===== src/rtl/id_stage_pipe.sv =====
// Decode stage with a registered decode/execute boundary.
// Decodes OP, OP-IMM, LOAD, STORE and LUI and resolves operands through
// priority forwarding, with fetch/execute valid-ready handshakes.
// A load-use hazard stalls fetch and inserts a bubble, and a saturating
// counter records how many cycles were lost to load-use stalls.
module id_stage_pipe #(
  parameter int XLEN  = 32,
  parameter int FWD_N = 2,
  parameter int CNT_W = 16
) (
  input  logic                   clk,
  input  logic                   rst_n,
  // fetch side
  input  logic                   if_valid_i,
  output logic                   if_ready_o,
  input  logic [XLEN-1:0]        if_pc_i,
  input  logic [31:0]            if_inst_i,
  // register file
  output logic [4:0]             id_reg1_raddr_o,
  output logic [4:0]             id_reg2_raddr_o,
  input  logic [XLEN-1:0]        regs_reg1_rdata_i,
  input  logic [XLEN-1:0]        regs_reg2_rdata_i,
  // forwarding sources, index 0 has the highest priority
  input  logic [FWD_N-1:0]       fwd_valid_i,
  input  logic [5*FWD_N-1:0]     fwd_waddr_i,
  input  logic [XLEN*FWD_N-1:0]  fwd_data_i,
  // outstanding load in execute
  input  logic                   ex_load_pending_i,
  input  logic [4:0]             ex_load_waddr_i,
  // pipeline control
  input  logic                   flush_i,
  input  logic                   ex_ready_i,
  // decode/execute boundary register
  output logic                   id_valid_o,
  output logic [XLEN-1:0]        id_pc_o,
  output logic [XLEN-1:0]        id_op_a_o,
  output logic [XLEN-1:0]        id_op_b_o,
  output logic [XLEN-1:0]        id_store_data_o,
  output logic [4:0]             id_reg_waddr_o,
  output logic                   id_reg_we_o,
  output logic                   id_mem_re_o,
  output logic                   id_mem_we_o,
  output logic                   id_illegal_o,
  output logic [4:0]             id_ALUctrl_o,
  output logic [CNT_W-1:0]       id_stall_cnt_o
);

  localparam logic [6:0] OPC_OP     = 7'b0110011;
  localparam logic [6:0] OPC_OP_IMM = 7'b0010011;
  localparam logic [6:0] OPC_LOAD   = 7'b0000011;
  localparam logic [6:0] OPC_STORE  = 7'b0100011;
  localparam logic [6:0] OPC_LUI    = 7'b0110111;

  // instruction fields
  logic [6:0] opcode;
  logic [2:0] funct3;
  logic [6:0] funct7;
  logic [4:0] rd;
  logic [4:0] rs1;
  logic [4:0] rs2;

  assign opcode = if_inst_i[6:0];
  assign rd     = if_inst_i[11:7];
  assign funct3 = if_inst_i[14:12];
  assign rs1    = if_inst_i[19:15];
  assign rs2    = if_inst_i[24:20];
  assign funct7 = if_inst_i[31:25];

  assign id_reg1_raddr_o = rs1;
  assign id_reg2_raddr_o = rs2;

  // sign-extended immediates
  logic [XLEN-1:0] imm_i;
  logic [XLEN-1:0] imm_s;
  logic [XLEN-1:0] imm_u;

  assign imm_i = XLEN'($signed(if_inst_i[31:20]));
  assign imm_s = XLEN'($signed({if_inst_i[31:25], if_inst_i[11:7]}));
  assign imm_u = XLEN'($signed({if_inst_i[31:12], 12'b0}));

  // decoded controls
  logic       is_op;
  logic       is_op_imm;
  logic       is_load;
  logic       is_store;
  logic       is_lui;
  logic       illegal;
  logic       re1;
  logic       re2;
  logic       reg_we;
  logic [4:0] alu_ctrl;

  // opcode classification, read enables, write enable and ALU control
  always_comb begin
    is_op     = (opcode == OPC_OP);
    is_op_imm = (opcode == OPC_OP_IMM);
    is_load   = (opcode == OPC_LOAD);
    is_store  = (opcode == OPC_STORE);
    is_lui    = (opcode == OPC_LUI);
    illegal   = !(is_op || is_op_imm || is_load || is_store || is_lui);
    re1       = is_op || is_op_imm || is_load || is_store;
    re2       = is_op || is_store;
    reg_we    = is_op || is_op_imm || is_load || is_lui;
    alu_ctrl  = 5'b00000;
    if (is_op) begin
      alu_ctrl = {1'b0, funct7[5], funct3};
    end else if (is_op_imm) begin
      // only the shift-right group uses f7[5] (logical vs arithmetic)
      alu_ctrl = {1'b0, (funct3 == 3'b101) ? funct7[5] : 1'b0, funct3};
    end else if (is_lui) begin
      alu_ctrl = 5'b10000;
    end
  end

  // resolved source operands
  logic [XLEN-1:0] rs1_val;
  logic [XLEN-1:0] rs2_val;

  // rs1: x0 is zero, else lowest-index matching forward source, else regfile.
  // Walking from the highest index down lets the lowest match overwrite.
  always_comb begin
    rs1_val = regs_reg1_rdata_i;
    for (int k = FWD_N - 1; k >= 0; k--) begin
      if (fwd_valid_i[k] && (fwd_waddr_i[5*k +: 5] == rs1)) begin
        rs1_val = fwd_data_i[XLEN*k +: XLEN];
      end
    end
    if (rs1 == 5'd0) begin
      rs1_val = '0;
    end
  end

  // rs2: same resolution order as rs1
  always_comb begin
    rs2_val = regs_reg2_rdata_i;
    for (int k = FWD_N - 1; k >= 0; k--) begin
      if (fwd_valid_i[k] && (fwd_waddr_i[5*k +: 5] == rs2)) begin
        rs2_val = fwd_data_i[XLEN*k +: XLEN];
      end
    end
    if (rs2 == 5'd0) begin
      rs2_val = '0;
    end
  end

  // operand selection
  logic [XLEN-1:0] op_a;
  logic [XLEN-1:0] op_b;

  // op_a is rs1 except LUI; op_b is rs2 for OP, otherwise the format's immediate
  always_comb begin
    op_a = is_lui ? '0 : rs1_val;
    if (is_op) begin
      op_b = rs2_val;
    end else if (is_store) begin
      op_b = imm_s;
    end else if (is_lui) begin
      op_b = imm_u;
    end else begin
      op_b = imm_i;
    end
  end

  // hazard detection and handshakes
  logic stall;
  logic accept;
  logic load_out;

  // a pending load to x0 never produces data anyone waits on
  assign stall = if_valid_i && ex_load_pending_i && (ex_load_waddr_i != 5'd0) &&
                 ((re1 && (rs1 == ex_load_waddr_i)) ||
                  (re2 && (rs2 == ex_load_waddr_i)));

  assign load_out   = !id_valid_o || ex_ready_i;
  assign if_ready_o = !stall && load_out;
  assign accept     = if_valid_i && if_ready_o;

  // boundary register: flush kills, otherwise load on a free slot, else hold
  always_ff @(posedge clk or negedge rst_n) begin
    if (!rst_n) begin
      id_valid_o      <= 1'b0;
      id_pc_o         <= '0;
      id_op_a_o       <= '0;
      id_op_b_o       <= '0;
      id_store_data_o <= '0;
      id_reg_waddr_o  <= 5'd0;
      id_reg_we_o     <= 1'b0;
      id_mem_re_o     <= 1'b0;
      id_mem_we_o     <= 1'b0;
      id_illegal_o    <= 1'b0;
      id_ALUctrl_o    <= 5'd0;
    end else if (flush_i) begin
      id_valid_o <= 1'b0;
    end else if (load_out) begin
      id_valid_o <= accept;
      if (accept) begin
        id_pc_o         <= if_pc_i;
        id_op_a_o       <= op_a;
        id_op_b_o       <= op_b;
        id_store_data_o <= rs2_val;
        id_reg_waddr_o  <= rd;
        id_reg_we_o     <= reg_we;
        id_mem_re_o     <= is_load;
        id_mem_we_o     <= is_store;
        id_illegal_o    <= illegal;
        id_ALUctrl_o    <= alu_ctrl;
      end
    end
  end

  // load-use stall counter, saturating at all-ones
  always_ff @(posedge clk or negedge rst_n) begin
    if (!rst_n) begin
      id_stall_cnt_o <= '0;
    end else if (stall && if_valid_i && !flush_i && (id_stall_cnt_o != '1)) begin
      id_stall_cnt_o <= id_stall_cnt_o + 1'b1;
    end
  end

endmodule

===== config.mk =====
export PLATFORM = sky130hd
export DESIGN_NAME = id_stage_pipe
export DESIGN_NICKNAME = d
export VERILOG_FILES = /design/src/rtl/id_stage_pipe.sv
export SDC_FILE = /design/constraint.sdc
export NUM_CORES = 1
export LEC_CHECK = 0
export CAP_MARGIN = 20
export CORE_MARGIN = 5
export CORE_UTILIZATION = 30
export CTS_CLUSTER_SIZE = 24
export DETAILED_ROUTE_END_ITERATION = 12
export HOLD_SLACK_MARGIN = 0.06
export PLACE_DENSITY = 0.65
export RECOVER_POWER = 25
export REMOVE_ABC_BUFFERS = 1
export SLEW_MARGIN = 20
export SYNTH_ARGS = -nofsm -noshare
export SYNTH_HDL_FRONTEND = slang
export SYNTH_SLANG_ARGS = --single-unit

===== constraint.sdc =====
create_clock -name clk -period 2.2 [get_ports clk]
set_input_delay 0.44 -clock clk [delete_from_list [all_inputs] [get_ports clk]]
set_output_delay 0.44 -clock clk [all_outputs]
set_load 0.02 [all_outputs]

### Yosys cells after proc, flatten, opt, wreduce, memory -nomap -nowiden

Index checks and enable logic that the tools add are counted.
Widths: inputs -> output; s select.

* output and inout bits: 170
* bits of input ports: 215
* bits in registers: 159
* logic and storage cells: 74

* $add $sub $neg: 1
* bitwise operators: 1
* reductions and logical operators: 31
* eq/ne operators: 13
* multiplexer cells: 16

Operators by type and width (count)
* $mux 32: 8
* $mux 31: 2
* $eq 5x5->1: 6
* $eq 7x6->1 const B: 3
* $add 16x1->16 const B: 1
* $ne 16x16->1 const B: 1
* $mux 5: 3
* $logic_and 1x1->1: 14
* $logic_not 5->1: 2
* $logic_or 1x1->1: 8
* $eq 7x2->1 const B: 1
* $eq 7x5->1 const B: 1
* $reduce_bool 5->1: 1
* $logic_not 1->1: 4
* $eq 3x3->1 const B: 1
* $mux 1: 3
* $reduce_and 3->1: 1
* $reduce_bool 2->1: 1
* $not 1->1: 1

### Logic depth before layout (Yosys ltp)

Gate-level depths: netlist of run 1.

* word-level depth: 12
* depth in mapped cells: 10
* gate-level depth less buffers: 6

### Least setup slack after synthesis of run 1

No wires, ideal clock.

* kind: input to output
* from: in ex_load_waddr_i[1]
* to: out if_ready_o
* path slack: -0.218 ns
* path buffers: 2
* data required time: 1.760 ns
* stages on the path: 6
* arrival time: 1.978 ns
* path through: or4_1 > o2111a_1 > and2_1 > clkbuf_1 > buf_2 > nor2_1

* cells in the longest elaborated chain, start to end: 6
* elaborated cells on any way between the ends: 10
* those cells by class: eq/ne: 2; reduce/logical: 8

Ends and longest elaborated chain
* start, declared: line 29 `input logic [4:0] ex_load_waddr_i,`
* $eq 5x5->1 (on tied branches): line 171, 172
* $logic_and 1x1->1 (on tied branches): line 171, 172
* $logic_or 1x1->1: line 171 `((re1 && (rs1 == ex_load_waddr_i)) ||`
* $logic_and 1x1->1 (*): line 170 `assign stall = if_valid_i && ex_load_pending_i && (ex_load_waddr_i != 5'd0) &&`
* $logic_not 1->1 (*): line 175 `assign if_ready_o = !stall && load_out;`
* $logic_and 1x1->1 (*): line 175
* end, declared: line 15 `output logic if_ready_o,`

Mark *: on every way between the ends. The rest lies on a longest branch, timed or not.

### Final worst setup path of run 1

* from: in ex_load_waddr_i[1]
* to: reg id_store_data_o[11]

* cells in the longest elaborated chain, start to end: 8
* elaborated cells on any way between the ends: 12
* those cells by class: eq/ne: 2; reduce/logical: 10

Ends and longest elaborated chain
* $eq 5x5->1 (on tied branches): line 171, 172
* $logic_and 1x1->1 (on tied branches): line 171, 172
* $logic_or 1x1->1: line 171
* $logic_and 1x1->1 (*): line 170
* $logic_not 1->1 (*): line 175
* $logic_and 1x1->1 (*): line 175
* $logic_and 1x1->1 (*): line 176 `assign accept = if_valid_i && if_ready_o;`
* $reduce_and 3->1 (no source line) (*)
* end signal, assigned: line 200 `id_store_data_o <= rs2_val;`
* end, declared: line 38 `output logic [XLEN-1:0] id_store_data_o,`

Marked as above.
A chain may end at the register's enable or synchronous reset.

==> results of run 1 <==
timing repair:
action | 4_1_cts | 5_1_grt
setup buffers | 22 | 6
gates cloned | 11 | 6
gates resized for setup | 86 | 41
endpoints found under the setup margin | 136 | 132
endpoints found under the hold margin | 40 | 0
pin swaps | 34 | 20
hold buffers | 1 | 0
cell usage after synthesis (2+ instances only):
master    count
nand2_1     256
dfrtp_1     159
nor2_1      101
a31oi_1      44
buf_2        38
xnor2_1      37
nand3_1      34
a22o_1       32
clkbuf_1     31
and3_1       30
o41ai_2      23
o32a_1       19
o21ai_0      18
a211o_1      17
nor3_1       15
buf_4        14
a211oi_2     13
a21oi_1      12
a211oi_1      9
nand4_1       9
xor2_1        8
buf_6         7
a22oi_1       5
and2_1        4
nor2b_1       4
or3_1         4
nand2b_1      3
or4_1         3
a311o_1       2
and4_1        2
buf_1         2
nor4_1        2
o22ai_1       2
or2_1         2
report_power, final:
part	leakage, uW	switching, uW	internal [uW]	total, uW
registers	0.00197	221	3320	3540
clock network	0.000247	1380	1460	2840
logic	0.00460	1540	1620	3150
total	0.00681	3130	6400	9530
worst max-delay path: stages:
cell           delay [ps]
dlygate4sd2_1         240
or4_1                 410
o2111a_1              280
buf_4                 140
buf_6                 120
a21bo_2               320
clkbuf_16             230
o41ai_2               330
logic make-up (layout without fill, tap and decap cells):
group | after synthesis | in the layout
simple gates | 474 | 474
compound gates | 204 | 205
flops | 159 | 159
buf+inv | 93 | 580
xor+xnor | 45 | 45
fa+ha+maj | 1 | 1
mux | 1 | 1
other cells | 0 | 1
flip-flops by register name (all words and copies together) (netlist names):
register,flops
id_pc_o,32
id_stall_cnt_o,16
id_illegal_o,1
id_mem_we_o,1
id_reg_waddr_o,5
id_op_b_o,32
id_ALUctrl_o,5
id_op_a_o,32
id_valid_o,1
id_reg_we_o,1
id_store_data_o,32
id_mem_re_o,1
layout make-up:
cell class / instances / area share [%]
Clock inverter: 13 / 0.6812
Inverter: 1 / 0.02462
Timing Repair Buffer: 548 / 37.10
Clock buffer: 18 / 2.815
Antenna cell: 1 / 0.01641
Tap cell: 384 / 3.151
Multi-Input combinational cell: 726 / 30.11
Sequential cell: 159 / 26.10
layer usage:
metal / up-vias / routed length, um
li1: 4384 / -
met1: 4773 / 17480
met2: 432 / 19750
met3: 75 / 3198
met4: 2 / 1292
met5: - / 13
worst max-delay path by stage:
stage | to | slack [ps] | cells past startpoint
floorplan | id_op_b_o[25] | -3670 | 5
detailed placement | if_ready_o | -770 | 6
CTS | if_ready_o | -90 | 7
global route | id_store_data_o[11] | -20 | 8
global placement | if_ready_o | -780 | 6
finish | id_store_data_o[11] | -5 | 8
stage by stage:
| stage | utilization, % | hold WS, ps | instance area (um2) | power, uW |
|---|---|---|---|---|
| final | 53.12 | 474.5 | 15250 | 9530 |
| after global placement | 48.06 | 431.8 | 13790 | 6567 |
| after global routing | 53.12 | 496.5 | 15250 | 9933 |
| after CTS | 52.25 | 478.2 | 15000 | 9560 |
| after detailed placement | 48.06 | 433.5 | 13790 | 6609 |
| after floorplan | - | 144.4 | 8228 | 4761 |
==> summary.txt, run 1 <==
status - finished, violations left
failing checks - negative setup slack
final worst setup slack - -4.787 ps
Seq cells post-synth - 159
commonest non-fill, non-tap cell in the layout - clkdlybuf4s50_1
Top-Level Pins - 385
hold endpoint - id_pc_o[26]
multi-input logic area - 0.004591 mm2
vias - 9666
TNS Setup - -4.787 ps
reg-to-reg critical path endpoint - id_store_data_o[11]
Non-Filler Instances - 1850
ANT nets after route - 0
Slew Limit Fails - 0
core box area - 0.02870 mm2
sequential standard cell area - 0.003979 mm2
Register-to-Register Path Depth - 6
Post-DP HPWL - 28.65 mm
DP Worst Slack - -766.4 ps
Clock Sink Count - 159
most used routing layer - met2
Async S/R FF share, synth - 100.0%
layout cells sized above 1 - 19.45%
r2r setup slk - 200 ps
Startpoint Class - input port
CTS tree - done
placed insts - 1777
vias per inst - 5.225
hold crit path type - flop to flop
final WL - 41.74 mm
Clock Path Buffers - 2
row cnt - 62
Iter 0 DRT Violations - 713
Post-route DRC - 0
Post-synth EDFFs - 0
crit path from - ex_load_waddr_i[1]
Final Setup Violations - 1
share of the synthesized area in the top cell type - 45.60%
Adder-Cell Fraction of Synth Area - 0.1434%
CTS root buffer - clkbuf_16
fin nets - 1669
RSZ-0062 raised after global routing - yes
commonest non-fill, non-tap cells in the layout - clkdlybuf4s50_1, nand2_1, dfrtp_1, buf_4, nor2_1
reg2reg start - id_valid_o
Port Buffers - 384
Synth Area in Compound Gates - 20.52%
Slew Limit Headroom - 10.59%
Max-cap violations - 0
# H-tree levels - 4
synthesis-to-layout area growth - 74.72%
Worst VDD drop - 0.3899 mV
initial antenna violation count - 2
Crit Path Class - input port to flop
sequential fraction of the synthesis area - 45.60%
Distinct cells, synth - 50
hold path cells - 2
Tightest Pin Transition - 1341 ps
Arrival @ worst endpoint - 2520 ps
mux share of post-synthesis cell area - 0.1291%
leakage power - 0.006812 uW
die footprint - 0.03260 mm2
Hold Crit Start - id_pc_o[26]
top cells by area, synth - dfrtp_1, nand2_1, nor2_1
Final GP Congestion - 0.8607
area leader, netlist - dfrtp_1
simple logic cell fraction of the synthesized area - 23.34%
fin crit share - 100.2%
effective utilization at floorplan - 30.40%
CTS buffer count - 17
Crit. End Element - flop
CP required - 2510 ps
Ys Warns - 0
Main synth FF type - dfrtp_1
chip width - 180.5 um
crit-path max FO - 6
met1 usage - 30.78%
post-synthesis cell count - 977
grt total ovfl - 0
FMAX - 453.6 MHz
largest family of logic cells by synthesized area - simple AND/OR/NAND/NOR gates
first-pass GRT wire length - 60.83 mm
Syn Area/Cell - 8.931 um2
clock skew - 13.17 ps
total power density per cell area - 625.1 mW/mm2
met2 Use GR - 39.75%
largest net degree at the start of global routing - 47
Clock Latency Late Sink - 420 ps
synthesized cell area - 0.008726 mm2
GR Layer Usage met3 - 6.520%
vias in the first global route - 9946
final hold violation count - 0
area share of xor/xnor cells in the synthesized design - 4.517%
chip height - 180.5 um
Min Clock Period, post-route - 2205 ps
Total GRT Usage - 24.06%
Filler cells - 2611
Clock transition at path regs - 70 ps
DR WL/cell - 22.56 um
1st-pass router iterations - 6
Power figures use the tool's default switching activity.
==> run 2, diff against run 1 <==
- CORE_UTILIZATION: 30 -> 39
- PLACE_DENSITY: 0.65 -> 0.8
==> run 2 against run 1 <==
  * The run still ends with negative setup slack left
  * Clock-buffer cell count is 1 lower
  * Sequential share of layout area is 0.76 points higher
  * Hold slack better by 1.2 ps
  * Maximum frequency is 2.2% lower
  * Worst setup slack worse by 49 ps
  * Global-route usage is 5.2 points higher
  * Critical path depth is 1 lower
  * Power is 1.4% higher
  * Largest power group unchanged
  * Clock skew is 2.3 ps lower
  * Cell count is 5.8% lower
  * Clock power is 6% higher
  * Highest routed layer is now met4
==> summary.txt, run 2 (synthesis results as in run 1) <==
effective utilization at floorplan - 39.74% (+9.3 points)
grt total ovfl - 0 (unchanged)
1st-pass router iterations - 5 (-1)
multi-input logic area - 0.004493 mm2 (-2.1%)
reg2reg start - id_valid_o
RSZ-0062 raised after global routing - yes
fin nets - 1664 (-0.30%)
failing checks - negative setup slack
Min Clock Period, post-route - 2254 ps (+49.20 ps)
Top-Level Pins - 385 (unchanged)
layout cells sized above 1 - 18.41% (-1.0 points)
CP required - 1760 ps (-750 ps)
fin crit share - 102.5% (+2.2 points)
FMAX - 443.7 MHz (-2.2%)
Total GRT Usage - 29.29% (+5.2 points)
crit-path max FO - 2 (-4)
die footprint - 0.02547 mm2 (-22%)
Hold Crit Start - id_pc_o[28]
synthesis-to-layout area growth - 69.77%
Clock Sink Count - 159 (unchanged)
Post-route DRC - 0 (unchanged)
Final Setup Violations - 3 (+2)
commonest non-fill, non-tap cells in the layout - clkdlybuf4s50_1, nand2_1, dfrtp_1, buf_4, nor2_1
chip height - 159.6 um (-12%)
DR WL/cell - 22.15 um (-1.8%)
Worst VDD drop - 0.4132 mV (+6.0%)
commonest non-fill, non-tap cell in the layout - clkdlybuf4s50_1
final hold violation count - 0 (unchanged)
Slew Limit Fails - 0 (unchanged)
first-pass GRT wire length - 58.09 mm (-4.5%)
Tightest Pin Transition - 1187 ps (-154.2 ps)
total power - 9666 uW (+1.4%)
Port Buffers - 384 (unchanged)
ANT nets after route - 0 (unchanged)
vias in the first global route - 9872 (-0.74%)
Clock transition at path regs - 70 ps (about the same)
Startpoint Class - input port
clock skew - 10.85 ps (-2.320 ps)
Filler cells - 1643 (-37%)
Clock Latency Late Sink - 430 ps (about the same)
Slew Limit Headroom - 20.87% (+10 points)
vias - 9719 (+0.55%)
chip width - 159.6 um (-12%)
vias per inst - 5.579 (+6.8%)
Final GP Congestion - 0.9281 (+7.8%)
total power density per cell area - 652.5 mW/mm2 (+4.4%)
leakage power - 0.006596 uW (-3.2%)
final WL - 38.58 mm (-7.6%)
Crit Path Class - input port to output port
# H-tree levels - 4 (unchanged)
Clock Path Buffers - 2 (unchanged)
CTS tree - done
Arrival @ worst endpoint - 1810 ps (-710 ps)
CTS root buffer - clkbuf_16
Post-DP HPWL - 27.24 mm (-4.9%)
status - finished, violations left
hold crit path type - flop to flop
crit path from - if_inst_i[3]
row cnt - 54 (-13%)
initial antenna violation count - 1 (-1)
CTS buffer count - 17 (unchanged)
largest net degree at the start of global routing - 64 (+36%)
core box area - 0.02196 mm2 (-23%)
Crit. End Element - output port
TNS Setup - -64.52 ps (-59.73 ps)
Iter 0 DRT Violations - 753 (+5.6%)
Max-cap violations - 0 (unchanged)
final worst setup slack - -53.99 ps (-49.20 ps)
sequential standard cell area - 0.003979 mm2 (unchanged)
## run 2: changes by cell type in the layout (fill, tap and decap cells not counted), moves of 3 or more
cell,change
inv_8,+3
nor3_2,-8
buf_16,-7
clkbuf_16,-4
buf_4,+9
clkdlybuf4s50_1,+11
nor3_1,+8
a211oi_2,+6
dlymetal6s2s_1,-14
a211oi_4,-6
buf_6,-3
clkbuf_2,-5
dlygate4sd2_1,+7
## run 2: timing repair
| item | CTS | global route |
|---|---|---|
| hold buffers | 1 | 0 |
| pin swaps | 15 | 8 |
| endpoints found under the setup margin | 142 | 95 |
| hold endpoints to repair | 39 | 0 |
| cloned | 6 | 0 |
| gates resized for setup | 63 | 20 |
| buffers inserted | 17 | 4 |
## run 2: worst paths after layout
path	end	slack (ps)	cells past startpoint
worst max-delay path	if_ready_o	-50	7
worst min-delay path	id_pc_o[28]	480	2
worst max register to register	id_store_data_o[11]	230	7
worst min register to register	id_pc_o[28]	480	2
max in group asynchronous	id_store_data_o[1]	170	3
min in group asynchronous	id_op_b_o[12]	780	2
## run 2: worst max-delay path: stages
cell and delay [ps]:
clkdlybuf4s50_1 410, nand4bb_4 250, nor2_4 160, o2111a_1 230, and2_4 170, nor2_4 40, buf_6 120
## run 2: area by class of cell
cell class | count | share of cell area, %
well taps | 280 | 2.365
flip-flops and latches | 159 | 26.86
diodes | 1 | 0.01689
multi-input cells | 725 | 30.33
clock buffers | 17 | 2.872
clock inverters | 15 | 1.005
inverters | 1 | 0.02534
repair buffers | 544 | 36.53
## run 2: stage by stage
stage                     util, %  setup WS (ps)  cell area [um2]  hold WS, ps  std cells
after CTS                   67.09         -65.91            14730        479.0       1738
after detailed placement    62.47         -871.9            13720        398.2       1683
after global routing        67.46         -93.35            14810        487.7       1742
final                       67.46         -53.99            14810        475.7       1742
after floorplan                 -          -3666             8228        144.4        885
after global placement      62.47         -890.8            13720        398.4       1683
## run 2: routing by layer
metal	part of all wire, %	global-route usage [%]	routed length [um]
met1	38	35.92	14820
met3	9.7	8.776	3743
met5	0	0	0
met2	47	48.20	18270
met4	4.5	12.23	1755
## run 2: power by group
group | internal [uW] | switching, uW
registers | 3320 | 233
clock network | 1600 | 1420
logic | 1590 | 1500
total | 6510 | 3160
==> run 3, diff against run 2 <==
- CELL_PAD_IN_SITES_DETAIL_PLACEMENT: not set -> 1
- CELL_PAD_IN_SITES_GLOBAL_PLACEMENT: not set -> 1
- CORE_UTILIZATION: 39 -> 28
==> run 3 against run 2 <==
  * The run now ends clean
  * Combinational power increased by 2%
  * Register-to-register slack got worse by 60 ps
  * Clock skew is 3.3 ps lower
  * Routed wire length rose by 13%
  * First-iteration DRC count decreased by 33%
  * Sequential cell count is the same
  * Via count rose by 0.42%
  * Hold slack gained 0.77 ps
  * Worst setup slack better by 86 ps
  * Cell area is 1.7% higher
  * Sequential power about the same
  * Die area is 37% higher
  * Largest power group unchanged
==> summary.txt, run 3 (synthesis results as in run 1) <==
vias - 9760 (+0.42%)
Min Clock Period, post-route - 2168 ps (-85.72 ps)
CP max-delay cell - or4_1
grt total ovfl - 0 (unchanged)
switch share - 30.59% (-2.1 points)
initial antenna violation count - 10 (+9)
chip width - 186.5 um (+17%)
layout cells sized above 1 - 18.07% (-0.34 points)
Slew Limit Fails - 0 (unchanged)
status - finished clean
row cnt - 64 (+19%)
DR WL/cell - 23.34 um (+5.4%)
clock skew - 7.524 ps (-3.325 ps)
crit-path max FO - 2 (unchanged)
max incr delay on CP - 530 ps (+120 ps)
effective utilization at floorplan - 28.45% (-11 points)
# H-tree levels - 4 (unchanged)
final hold violation count - 0 (unchanged)
RSZ-0062 raised after global routing - yes
first-pass GRT wire length - 65.43 mm (+13%)
Filler cells - 3462 (+110%)
CTS root buffer - clkbuf_16
Gate power share - 30.9% (-1.1 points)
fin nets - 1664 (unchanged)
leakage power - 0.006752 uW (+2.4%)
hold path cells - 2 (unchanged)
die footprint - 0.03479 mm2 (+37%)
hold endpoint - id_reg_waddr_o[3]
Register-to-Register Path Depth - 6 (-1)
hold crit path type - flop to flop
clock power share - 34.0% (+2.7 points)
Final Setup Violations - 0 (-3)
Crit. End Element - output port
Seq pwr share - 35.0% (-1.7 points)
total power density per cell area - 673.0 mW/mm2 (+3.1%)
Clock transition at path regs - 70 ps (about the same)
final WL - 43.51 mm (+13%)
Slew Limit Headroom - 6.393% (-14 points)
commonest non-fill, non-tap cell in the layout - clkdlybuf4s50_1
core box area - 0.03067 mm2 (+40%)
ANT nets after route - 0 (unchanged)
reg2reg start - id_valid_o
Clock Sink Count - 159 (unchanged)
FMAX - 461.2 MHz (+4.0%)
largest net degree at the start of global routing - 49 (-23%)
Int Pwr - 7042 uW (+8.2%)
CTS tree - done
WHS - 476.5 ps (+0.7650 ps)
CP required - 1760 ps (about the same)
vias in the first global route - 10640 (+7.8%)
Iter 0 DRT Violations - 504 (-33%)
Port Buffers - 384 (unchanged)
Total GRT Usage - 24.06% (-5.2 points)
fin crit share - 98.56% (-3.9 points)
reg-to-reg critical path endpoint - id_store_data_o[11]
Top-Level Pins - 385 (unchanged)
Clock Latency Late Sink - 430 ps (about the same)
Post-route DRC - 0 (unchanged)
multi-input logic area - 0.004499 mm2 (+0.14%)
Tightest Pin Transition - 1404 ps (+217.2 ps)
Hold Crit Start - id_reg_waddr_o[3]
final worst setup slack - 31.73 ps (+85.72 ps)
r2r setup slk - 170 ps (-60 ps)
synthesis-to-layout area growth - 72.74%
commonest non-fill, non-tap cells in the layout - clkdlybuf4s50_1, nand2_1, dfrtp_1, buf_4, nor2_1
1st-pass router iterations - 4 (-1)
final core utilization - 49.15% (-18 points)
Clock Path Buffers - 2 (unchanged)
DP Worst Slack - -801.4 ps (+70.52 ps)
CP cell instances - clkbuf_2 -> or4_1 -> o2111a_1 -> and2_4 -> nor2_4 -> buf_6
sequential standard cell area - 0.003979 mm2 (unchanged)
Post-DP HPWL - 32.77 mm (+20%)
Max-cap violations - 0 (unchanged)
Startpoint Class - input port
chip height - 186.5 um (+17%)
sw power - 3103 uW (-1.8%)
vias per inst - 5.236 (-6.2%)
CTS buffer count - 17 (unchanged)
Final GP Congestion - 0.8241 (-11%)
Arrival @ worst endpoint - 1730 ps (-80 ps)
Worst VDD drop - 0.5216 mV (+26%)
TNS Setup - 0 ps (+64.52 ps)
Crit Path Class - input port to output port
run 3: cell count changes in the layout (fill, tap and decap cells not counted), sizes merged:
cell,previous run,this run
buf,160,158
bufbuf,2,0
bufinv,1,6
clkbuf,20,27
clkdlybuf4s15,2,1
clkdlybuf4s50,358,351
clkinv,3,4
diode,1,7
dlygate4sd2,14,8
dlymetal6s2s,4,16
inv,9,2
run 3: worst max-delay path: cells and delay by family:
kind            cells  cell delay (ps)
buf+inv             2              220
simple gates        3              790
compound gates      1              290
run 3: worst max path at each step:
stage	from	to	slack [ps]	depth (start not counted)
finish	ex_load_waddr_i[1]	if_ready_o	30	6
global route	fwd_waddr_i[5]	id_op_b_o[30]	-30	8
CTS	if_inst_i[6]	if_ready_o	-100	7
detailed placement	ex_load_waddr_i[1]	if_ready_o	-800	6
global placement	ex_load_waddr_i[1]	if_ready_o	-840	6
floorplan	ex_load_waddr_i[1]	id_op_b_o[25]	-3670	5
run 3: final cells by class:
class | count | share of cell area, %
clock buffer | 18 | 2.847
inverter | 1 | 0.02490
clock inverter | 14 | 1.585
multi-input combinational | 725 | 29.85
tap | 396 | 3.287
antenna | 7 | 0.1162
sequential | 159 | 26.40
timing repair buffer | 544 | 35.89
run 3: metal layers:
metal  up-vias  global-route usage, %  wire (um)
met1      4929                  28.81      17520
met4         6                  10.06       1693
met3        91                  5.643       2495
li1       4368                      -          -
met5         -                      0         33
met2       366                  41.51      21770
run 3: power by group through the flow:
| stage | combinational, uW | clock [uW] | sequential, uW |
|---|---|---|---|
| finish | 3140 | 3450 | 3550 |
| global route | 3320 | 3650 | 3600 |
| CTS | 3140 | 3530 | 3550 |
| detailed placement | 3090 | 0 | 3600 |
| global placement | 3030 | 0 | 3580 |
| floorplan | 685 | 0 | 4080 |
run 3: per-stage QoR:
step | cells | instance area [um2] | total power (uW)
after floorplan | 885 | 8228 | 4761
after CTS | 1848 | 14860 | 10220
after global routing | 1864 | 15070 | 10570
final | 1864 | 15070 | 10140
after global placement | 1814 | 14020 | 6606
after detailed placement | 1814 | 14020 | 6695
run 3: repair_timing:
item | 4_1_cts | 5_1_grt
gates resized for setup | 51 | 40
hold endpoints to repair | 43 | 0
hold buffers | 1 | 0
buffers inserted | 2 | 7
endpoints found under the setup margin | 144 | 87
pin swaps | 5 | 28
cloned | 0 | 2
